File: src/rtl/cpu_pkg.sv
// Shared CPU-side constants and the state type for the pending-index encoder.
package cpu_pkg;

    localparam int REG_COUNT = 32;
    localparam int REG_IDX_W = 5;

    typedef enum logic {
        IDLE = 1'b0,
        EMIT = 1'b1
    } enc_state_t;

endpackage

File: src/rtl/lowest_set_encoder.sv
// Combinational priority encoder: index of the lowest set bit, plus any/single flags.
module lowest_set_encoder #(
    parameter int WIDTH = 32,
    parameter int IDX_W = 5
) (
    input  logic [WIDTH-1:0] i_mask,
    output logic [IDX_W-1:0] o_idx,
    output logic             o_any,
    output logic             o_single
);

    // Scan from the top so the lowest set bit is the one that sticks.
    always_comb begin
        o_idx = '0;
        for (int i = WIDTH - 1; i >= 0; i--) begin
            if (i_mask[i]) begin
                o_idx = i[IDX_W-1:0];
            end
        end
    end

    assign o_any    = |i_mask;
    assign o_single = o_any && ((i_mask & (i_mask - WIDTH'(1))) == '0);

endmodule

File: src/rtl/pending_index_encoder.sv
// Serialises a multi-hot request mask into one index per cycle, lowest first.
// Handshake: a transfer happens on a side only in a cycle where its valid and ready are both high.
module pending_index_encoder
    import cpu_pkg::*;
#(
    parameter int WIDTH = REG_COUNT,
    parameter int IDX_W = REG_IDX_W
) (
    input  logic             clk,
    input  logic             reset,
    input  logic             in_valid,
    output logic             in_ready,
    input  logic [WIDTH-1:0] in_mask,
    input  logic             flush,
    output logic             out_valid,
    input  logic             out_ready,
    output logic [IDX_W-1:0] out_idx,
    output logic             out_last,
    output logic             zero_mask,
    output logic             busy,
    output enc_state_t       dbg_state
);

    enc_state_t       r_state;
    enc_state_t       w_state_nxt;
    logic [WIDTH-1:0] r_pending;
    logic [WIDTH-1:0] w_pending_nxt;
    logic             r_zero_mask;
    logic             w_zero_mask_nxt;

    logic [IDX_W-1:0] w_idx;
    logic             w_any;
    logic             w_single;

    lowest_set_encoder #(
        .WIDTH(WIDTH),
        .IDX_W(IDX_W)
    ) u_lse (
        .i_mask  (r_pending),
        .o_idx   (w_idx),
        .o_any   (w_any),
        .o_single(w_single)
    );

    always_ff @(posedge clk) begin
        if (reset) begin
            r_state     <= IDLE;
            r_pending   <= '0;
            r_zero_mask <= 1'b0;
        end else begin
            r_state     <= w_state_nxt;
            r_pending   <= w_pending_nxt;
            r_zero_mask <= w_zero_mask_nxt;
        end
    end

    always_comb begin
        w_state_nxt     = r_state;
        w_pending_nxt   = r_pending;
        w_zero_mask_nxt = 1'b0;
        case (r_state)
            IDLE: begin
                if (!flush && in_valid) begin
                    if (in_mask != '0) begin
                        w_pending_nxt = in_mask;
                        w_state_nxt   = EMIT;
                    end else begin
                        w_zero_mask_nxt = 1'b1;
                    end
                end
            end
            EMIT: begin
                if (flush) begin
                    w_pending_nxt = '0;
                    w_state_nxt   = IDLE;
                end else if (out_ready) begin
                    // Clearing the lowest set bit is exactly clearing bit out_idx.
                    w_pending_nxt = r_pending & (r_pending - WIDTH'(1));
                    if (w_single) begin
                        w_state_nxt = IDLE;
                    end
                end
            end
            default: begin
                w_state_nxt   = IDLE;
                w_pending_nxt = '0;
            end
        endcase
    end

    assign in_ready  = (r_state == IDLE);
    assign busy      = (r_state == EMIT);
    assign out_valid = (r_state == EMIT) && w_any;
    assign out_idx   = out_valid ? w_idx : '0;
    assign out_last  = out_valid && w_single;
    assign zero_mask = r_zero_mask;
    assign dbg_state = r_state;

endmodule

File: config.mk
export PLATFORM = sky130hd
export DESIGN_NAME = pending_index_encoder
export DESIGN_NICKNAME = d
export VERILOG_FILES = /design/src/rtl/cpu_pkg.sv /design/src/rtl/lowest_set_encoder.sv /design/src/rtl/pending_index_encoder.sv
export SDC_FILE = /design/constraint.sdc
export NUM_CORES = 1
export LEC_CHECK = 0
export CAP_MARGIN = 20
export CORE_UTILIZATION = 55
export CTS_CLUSTER_DIAMETER = 200
export CTS_CLUSTER_SIZE = 14
export DETAILED_ROUTE_END_ITERATION = 16
export PLACE_DENSITY = 0.85
export SYNTH_ARGS = -nofsm -noshare
export SYNTH_HDL_FRONTEND = slang
export SYNTH_SLANG_ARGS = --single-unit
File: constraint.sdc
create_clock -name clk -period 9.1 [get_ports clk]
set_clock_uncertainty 0.1 [all_clocks]
set_input_delay 2.275 -clock clk [delete_from_list [all_inputs] [get_ports clk]]
set_output_delay 2.275 -clock clk [all_outputs]
set_load 0.05 [all_outputs]
==> reports/results.tsv, run 1 <==
metric	value	unit
outcome	finished clean	
DP Worst Slack	3.321	ns
vias per inst	6.675	
clk_lat worst skew	0.29	ns
PostCTS Resize Cnt	0	
Ports	48	
CTS root buf	clkbuf_8	
fin worst setup slack	2.975	ns
final wirelength	7.131	mm
FF-to-FF setup slack	6.15	ns
distinct cell type count after synthesis	52	
height of the die	67.83	µm
Largest stage delay, worst path	0.85	ns
DRC Markers	0	
share of the yosys chip area belonging to registers	0.2856	
Hold WS	0.4744	ns
Synth Instances	338	
CP max-delay cell	clkdlybuf4s50_1	
Initial Util	0.5833	
final net count	402	
worst hold start	r_pending[15]$_SDFFE_PP0P_	
Placer Congestion	1.014	
ys flop type	dfxtp_1	
Worst setup SP type	flip-flop	
CP top delay family	simple AND/OR/NAND/NOR gates	
CTS tree	done	
Longest Clk Path Bufs	2	
hold endpoint	r_pending[15]$_SDFFE_PP0P_	
initial antenna violation count	0	
endpoints failing hold	0	
FP Rows	23	
Slew headroom	0.4046	
Mapped Area	2384	µm²
final cycle utilization of the critical path	0.6730	
Post-synth EDFFs	0	
Worst-path clk slew	0.07	ns
post-DR wirelength/cell	17.18	µm
Port Buf Inserts	47	
Slew @ Worst Pin	0.8898	ns
Max Fanout on Critical Path	13	
critical path required time	6.73	ns
yosys warns	0	
final setup TNS	0	ns
data arrival time of the critical path	3.75	ns
pin count of the biggest net entering global routing	35	
crit path cell chain	nor4_4, nand4_1, or4_4, nor2_1, nor3_1, or3_1, nor4_2, clkdlybuf4s50_1	
postcts setup bufs	0	
Seq cells post-synth	34	
die width	67.83	µm
CP Capture Type	output port	
vias in the first global route	2405	
global-route wire length before repair	11.10	mm
leakage	1.006	nW
Worst Path Class, Setup	flip-flop to output port	
via count	2770	
1st-iter DRT viols	336	
antenna viol nets, final	0	
clock period minus worst slack	6.125	ns
Fmax	163.3	MHz
CTS Sinks	34	
core area	4086	µm²
critical path depth	8	
Post-synth ARST share	0	
TritonRoute pass-1 iters	7	
Layout area overhead	20.79	%
antenna diode instance count	0	
Final setup viols	0	
worst reg2reg path endpoint	r_pending[4]$_SDFFE_PP0P_	
H-tree levels	2	
CTS Hold Bufs	0	
RSZ-0062 raised after global routing	no	
hold path cells	2	
PwrDens	147.9	nW/µm²
layout cells sized above 1	0.04932	
max-cap viol count	0	
die area	4601	µm²
Num CTS Buffers	5	
fin. max-slew vios	0	
RR Startpoint	busy$_SDFF_PP0_	
worst hold path type	flip-flop to flip-flop	
Net Count, Synth	375	
cells on worst reg2reg path	8	
gr usage total	0.3226	
peak supply drop	90.20	µV
Avg Cell Area, Syn	7.052	µm²
Critical path buffers and inverters	1	
Post-DP HPWL	4.984	mm
GR Overflow Total	0	
## per-stage QoR
stage	util	total power (W)	cells	instance area, µm²
floorplan	-	0.0002734	338	2384
global placement	0.6859	0.0003152	408	2803
detailed placement	0.6859	0.0003169	408	2803
CTS	0.7045	0.0004237	415	2879
global route	0.7045	0.0004453	415	2879
finish	0.7045	0.0004257	415	2879
## registers in the layout, indices dropped and copies added, names as in the netlist
name and cells:
busy 1, r_pending 32, zero_mask 1
## cells in the final DEF (no fill, tap or decap), types with 2 or more instances in the layout
cell             instances
dfxtp_1                 34
clkbuf_1                 2
buf_4                    2
clkdlybuf4s50_1         47
nor4_2                   2
nand3_1                  4
nor2b_1                  3
inv_1                    9
o32ai_1                  2
nand2b_1                 5
nor4_4                   2
and4_1                   2
or4_1                    2
clkbuf_8                 5
o21ai_0                 42
maj3_1                   2
a21oi_1                 27
nor4_1                  15
or4_4                    2
nor2_1                  48
nand2_1                 34
nor3_1                  15
a2111oi_0                6
a22oi_1                 22
a31oi_1                  4
## power by group
| group | switching, W | internal [W] |
|---|---|---|
| combinational | 0.0000843 | 0.0000611 |
| sequential | 0.0000163 | 0.000156 |
| clock | 0.0000550 | 0.0000527 |
| total | 0.000156 | 0.000270 |
## cells in the mapped netlist, drive strengths merged, types with 6 or more instances
| library cell | instances | share of area |
|---|---|---|
| buf | 9 | 0.024 |
| nor2 | 48 | 0.076 |
| dfxtp | 34 | 0.29 |
| a22oi | 22 | 0.069 |
| a2111oi | 6 | 0.022 |
| clkbuf | 20 | 0.031 |
| inv | 9 | 0.014 |
| nor3 | 16 | 0.036 |
| nor4 | 19 | 0.068 |
| nand2 | 34 | 0.054 |
| o21ai | 42 | 0.088 |
| a21oi | 28 | 0.059 |
| nand2b | 6 | 0.019 |
## worst max-delay path by stage
stage	start	endpoint
floorplan	r_pending[28]$_SDFFE_PP0P_	out_idx[0]
global placement	r_pending[0]$_SDFFE_PP0P_	out_last
detailed placement	r_pending[0]$_SDFFE_PP0P_	out_last
CTS	r_pending[0]$_SDFFE_PP0P_	out_last
global route	r_pending[0]$_SDFFE_PP0P_	out_last
finish	r_pending[0]$_SDFFE_PP0P_	out_last
## logic make-up (layout without fill, tap and decap cells)
kind of cell	Yosys count	after routing	synth area share
simple gates	142	142	0.3092
compound gates	121	121	0.3228
fa+ha+maj	2	2	0.008399
buf+inv	38	65	0.06982
mux	1	1	0.004200
flops	34	34	0.2856
## tightest hold or removal path, stage by stage, from the launching register on
cell	delay [ns]
dfxtp_1	0.37
o21ai_0	0.10
a21oi_1	0.06
## layer usage
layer / routed length, µm / track usage
met3: 605 / 0.06833
met2: 3189 / 0.5111
met4: 168 / 0.1302
met1: 3167 / 0.4237
met5: 0 / 0
## layout make-up
class,count,area [µm²]
timing repair buffer,49,485.5
inverter,9,33.78
tap,50,62.56
fill,389,1207
multi-input combinational,266,1540
clock buffer,7,76.32
sequential,34,680.7
Power figures use the tool's default switching activity.
==> run 2: changes to the inputs <==
--- a/config.mk
+++ b/config.mk
@@ -6,11 +6,11 @@
 export NUM_CORES = 1
 export LEC_CHECK = 0
 export CAP_MARGIN = 20
-export CORE_UTILIZATION = 55
+export CORE_UTILIZATION = 47
 export CTS_CLUSTER_DIAMETER = 200
 export CTS_CLUSTER_SIZE = 14
 export DETAILED_ROUTE_END_ITERATION = 16
-export PLACE_DENSITY = 0.85
+export PLACE_DENSITY = 0.77
 export SYNTH_ARGS = -nofsm -noshare
 export SYNTH_HDL_FRONTEND = slang
 export SYNTH_SLANG_ARGS = --single-unit
==> constraint.sdc (replaced) <==
create_clock -name clk -period 5.1 [get_ports clk]
set_clock_uncertainty 0.1 [all_clocks]
set_input_delay 1.275 -clock clk [delete_from_list [all_inputs] [get_ports clk]]
set_output_delay 1.275 -clock clk [all_outputs]
set_load 0.05 [all_outputs]
==> run 2 against run 1 <==
  * Sequential share of layout area fell by 0.41 points
  * Worst hold slack worse by 0.016 ns
  * Critical path depth stayed put
  * Flip-flop and latch count is the same
  * Register-to-register slack lost 3.8 ns
  * Clock-buffer cell count unchanged
  * Final cell count rose by 4.8%
  * Critical path type unchanged
==> reports/results.tsv, run 2 (synthesis results as in run 1) <==
metric	value	unit	change
outcome	finished clean		unchanged
pin count of the biggest net entering global routing	35		unchanged
Worst setup SP type	flip-flop		unchanged
worst hold path type	flip-flop to flip-flop		unchanged
Port Buf Inserts	47		unchanged
antenna viol nets, final	0		unchanged
DRC Markers	0		unchanged
global-route wire length before repair	11.94	mm	was 11.10 mm
Post-DP HPWL	5.071	mm	was 4.984 mm
CTS Sinks	34		unchanged
Max Fanout on Critical Path	11		was 13
vias per inst	6.290		was 6.675
CP Capture Type	output port		unchanged
clock period minus worst slack	4.804	ns	
Worst Path Class, Setup	flip-flop to output port		unchanged
core area	4786	µm²	was 4086 µm²
routed wire length on met2	3.207	mm	was 3.189 mm
FF-to-FF setup slack	2.35	ns	was 6.15 ns
most common cell after layout, fill and taps aside	nor2_1		unchanged
RR Startpoint	r_pending[16]$_SDFFE_PP0P_		was busy$_SDFF_PP0_
CTS Hold Bufs	0		unchanged
Worst Setup EP	out_last		unchanged
RSZ-0062 raised after global routing	no		unchanged
Initial Util	0.4980		was 0.5833
Placer Congestion	0.9182		was 1.014
fin. max-slew vios	0		unchanged
most frequent cells in the layout	48 x nor2_1, 47 x clkdlybuf4s50_1, 42 x o21ai_0		unchanged
gr usage total	0.2893		was 0.3226
Slew @ Worst Pin	0.9050	ns	was 0.8898 ns
data arrival time of the critical path	3.43	ns	was 3.75 ns
Fmax	208.1	MHz	
vias in the first global route	2421		was 2405
multi-input logic area	1540	µm²	unchanged
GR Overflow Total	0		unchanged
post-DR wirelength/cell	16.56	µm	was 17.18 µm
H-tree levels	2		unchanged
met1 WL	3.301	mm	was 3.167 mm
antenna diode instance count	0		unchanged
max FFs per register	32		unchanged
layout cells sized above 1	0.05978		was 0.04932
Most flops, register	r_pending		unchanged
die area	5360	µm²	was 4601 µm²
CTS tree	done		unchanged
final net count	404		was 402
TritonRoute pass-1 iters	5		was 7
Hold WS	0.4585	ns	was 0.4744 ns
postcts setup bufs	0		unchanged
register area	680.7	µm²	unchanged
max-cap viol count	0		unchanged
PostCTS Resize Cnt	0		unchanged
final setup TNS	0	ns	unchanged
Layout area overhead	22.94	%	was 20.79%
FP Rows	25		was 23
Critical Path Start	r_pending[8]$_SDFFE_PP0P_		was r_pending[0]$_SDFFE_PP0P_
die width	73.22	µm	was 67.83 µm
critical path required time	3.72	ns	was 6.73 ns
final wirelength	7.205	mm	was 7.131 mm
Longest Clk Path Bufs	2		unchanged
1st-iter DRT viols	475		was 336
cells on worst reg2reg path	7		was 8
Final setup viols	0		unchanged
Slew headroom	0.3967		was 0.4046
Ports	48		unchanged
highest metal used	met4		unchanged
met3 routed WL	578	µm	was 605 µm
via count	2736		was 2770
final cycle utilization of the critical path	0.9420		
initial antenna violation count	0		unchanged
Num CTS Buffers	5		unchanged
clk_lat worst skew	0.29	ns	about the same
CTS root buf	clkbuf_8		unchanged
endpoints failing hold	0		unchanged
Worst-path clk slew	0.07	ns	about the same
fill count	454		was 389
PwrDens	266.7	nW/µm²	was 147.9 nW/µm²
peak supply drop	157.0	µV	was 90.20 µV
height of the die	73.22	µm	was 67.83 µm
worst reg2reg path endpoint	busy$_SDFF_PP0_		was r_pending[4]$_SDFFE_PP0P_
leakage	1.025	nW	was 1.006 nW
## run 2: changes by cell type in the layout (fill, tap and decap cells not counted), sizes merged
cell and delta:
buf +2, clkinv +1
## run 2: routing by layer
metal,vias to the layer above,track usage
met2,147,0.4496
li1,1308,-
met1,1267,0.4069
met4,0,0.08497
met3,14,0.05110
met5,-,0
## run 2: how the worst min path moves through the flow
| stage | start | endpoint | slack [ns] | depth (start not counted) |
|---|---|---|---|---|
| floorplan | r_pending[31]$_SDFFE_PP0P_ | r_pending[31]$_SDFFE_PP0P_ | 0.39 | 2 |
| global placement | r_pending[31]$_SDFFE_PP0P_ | r_pending[31]$_SDFFE_PP0P_ | 0.43 | 2 |
| detailed placement | r_pending[31]$_SDFFE_PP0P_ | r_pending[31]$_SDFFE_PP0P_ | 0.43 | 2 |
| CTS | r_pending[31]$_SDFFE_PP0P_ | r_pending[31]$_SDFFE_PP0P_ | 0.45 | 2 |
| global route | r_pending[31]$_SDFFE_PP0P_ | r_pending[31]$_SDFFE_PP0P_ | 0.48 | 2 |
| finish | r_pending[31]$_SDFFE_PP0P_ | r_pending[31]$_SDFFE_PP0P_ | 0.46 | 2 |
## run 2: layout make-up
type                       instances  share of cell area
clock buffer                       7             0.02946
clock inverter                     1            0.001708
inverter                           9             0.01153
multi-input combinational        266              0.5256
sequential                        34              0.2323
tap                               67             0.02861
timing repair buffer              51              0.1708
## run 2: critical path, stage by stage, from the launching register on
cell and delay [ns]:
dfxtp_1 0.41, nor4_4 0.40, nand4_1 0.21, buf_4 0.22
a2111oi_0 0.37, nor3_1 0.17, or3_1 0.35, nor4_2 0.16
clkdlybuf4s50_1 0.84
## run 2: per-stage QoR
step	area (µm²)	util	worst slack [ns]	total power, W	std cells
2_1_floorplan	2384	-	0.05450	0.0004879	338
3_3_place_gp	2839	0.5932	0.6796	0.0005707	427
3_5_place_dp	2839	0.5932	0.6744	0.0005710	427
4_1_cts	2930	0.6123	0.3233	0.0007791	435
5_1_grt	2930	0.6123	0.07613	0.0008192	435
6_report	2930	0.6123	0.2956	0.0007816	435
## run 2: power breakdown
part	internal [W]	total, W	leakage, nW	switching (W)
Clock	0.000109	0.000210	0.0482	0.000101
Sequential	0.000279	0.000309	0.277	0.0000297
Combinational	0.000112	0.000263	0.700	0.000150
Total	0.000500	0.000782	1.03	0.000281
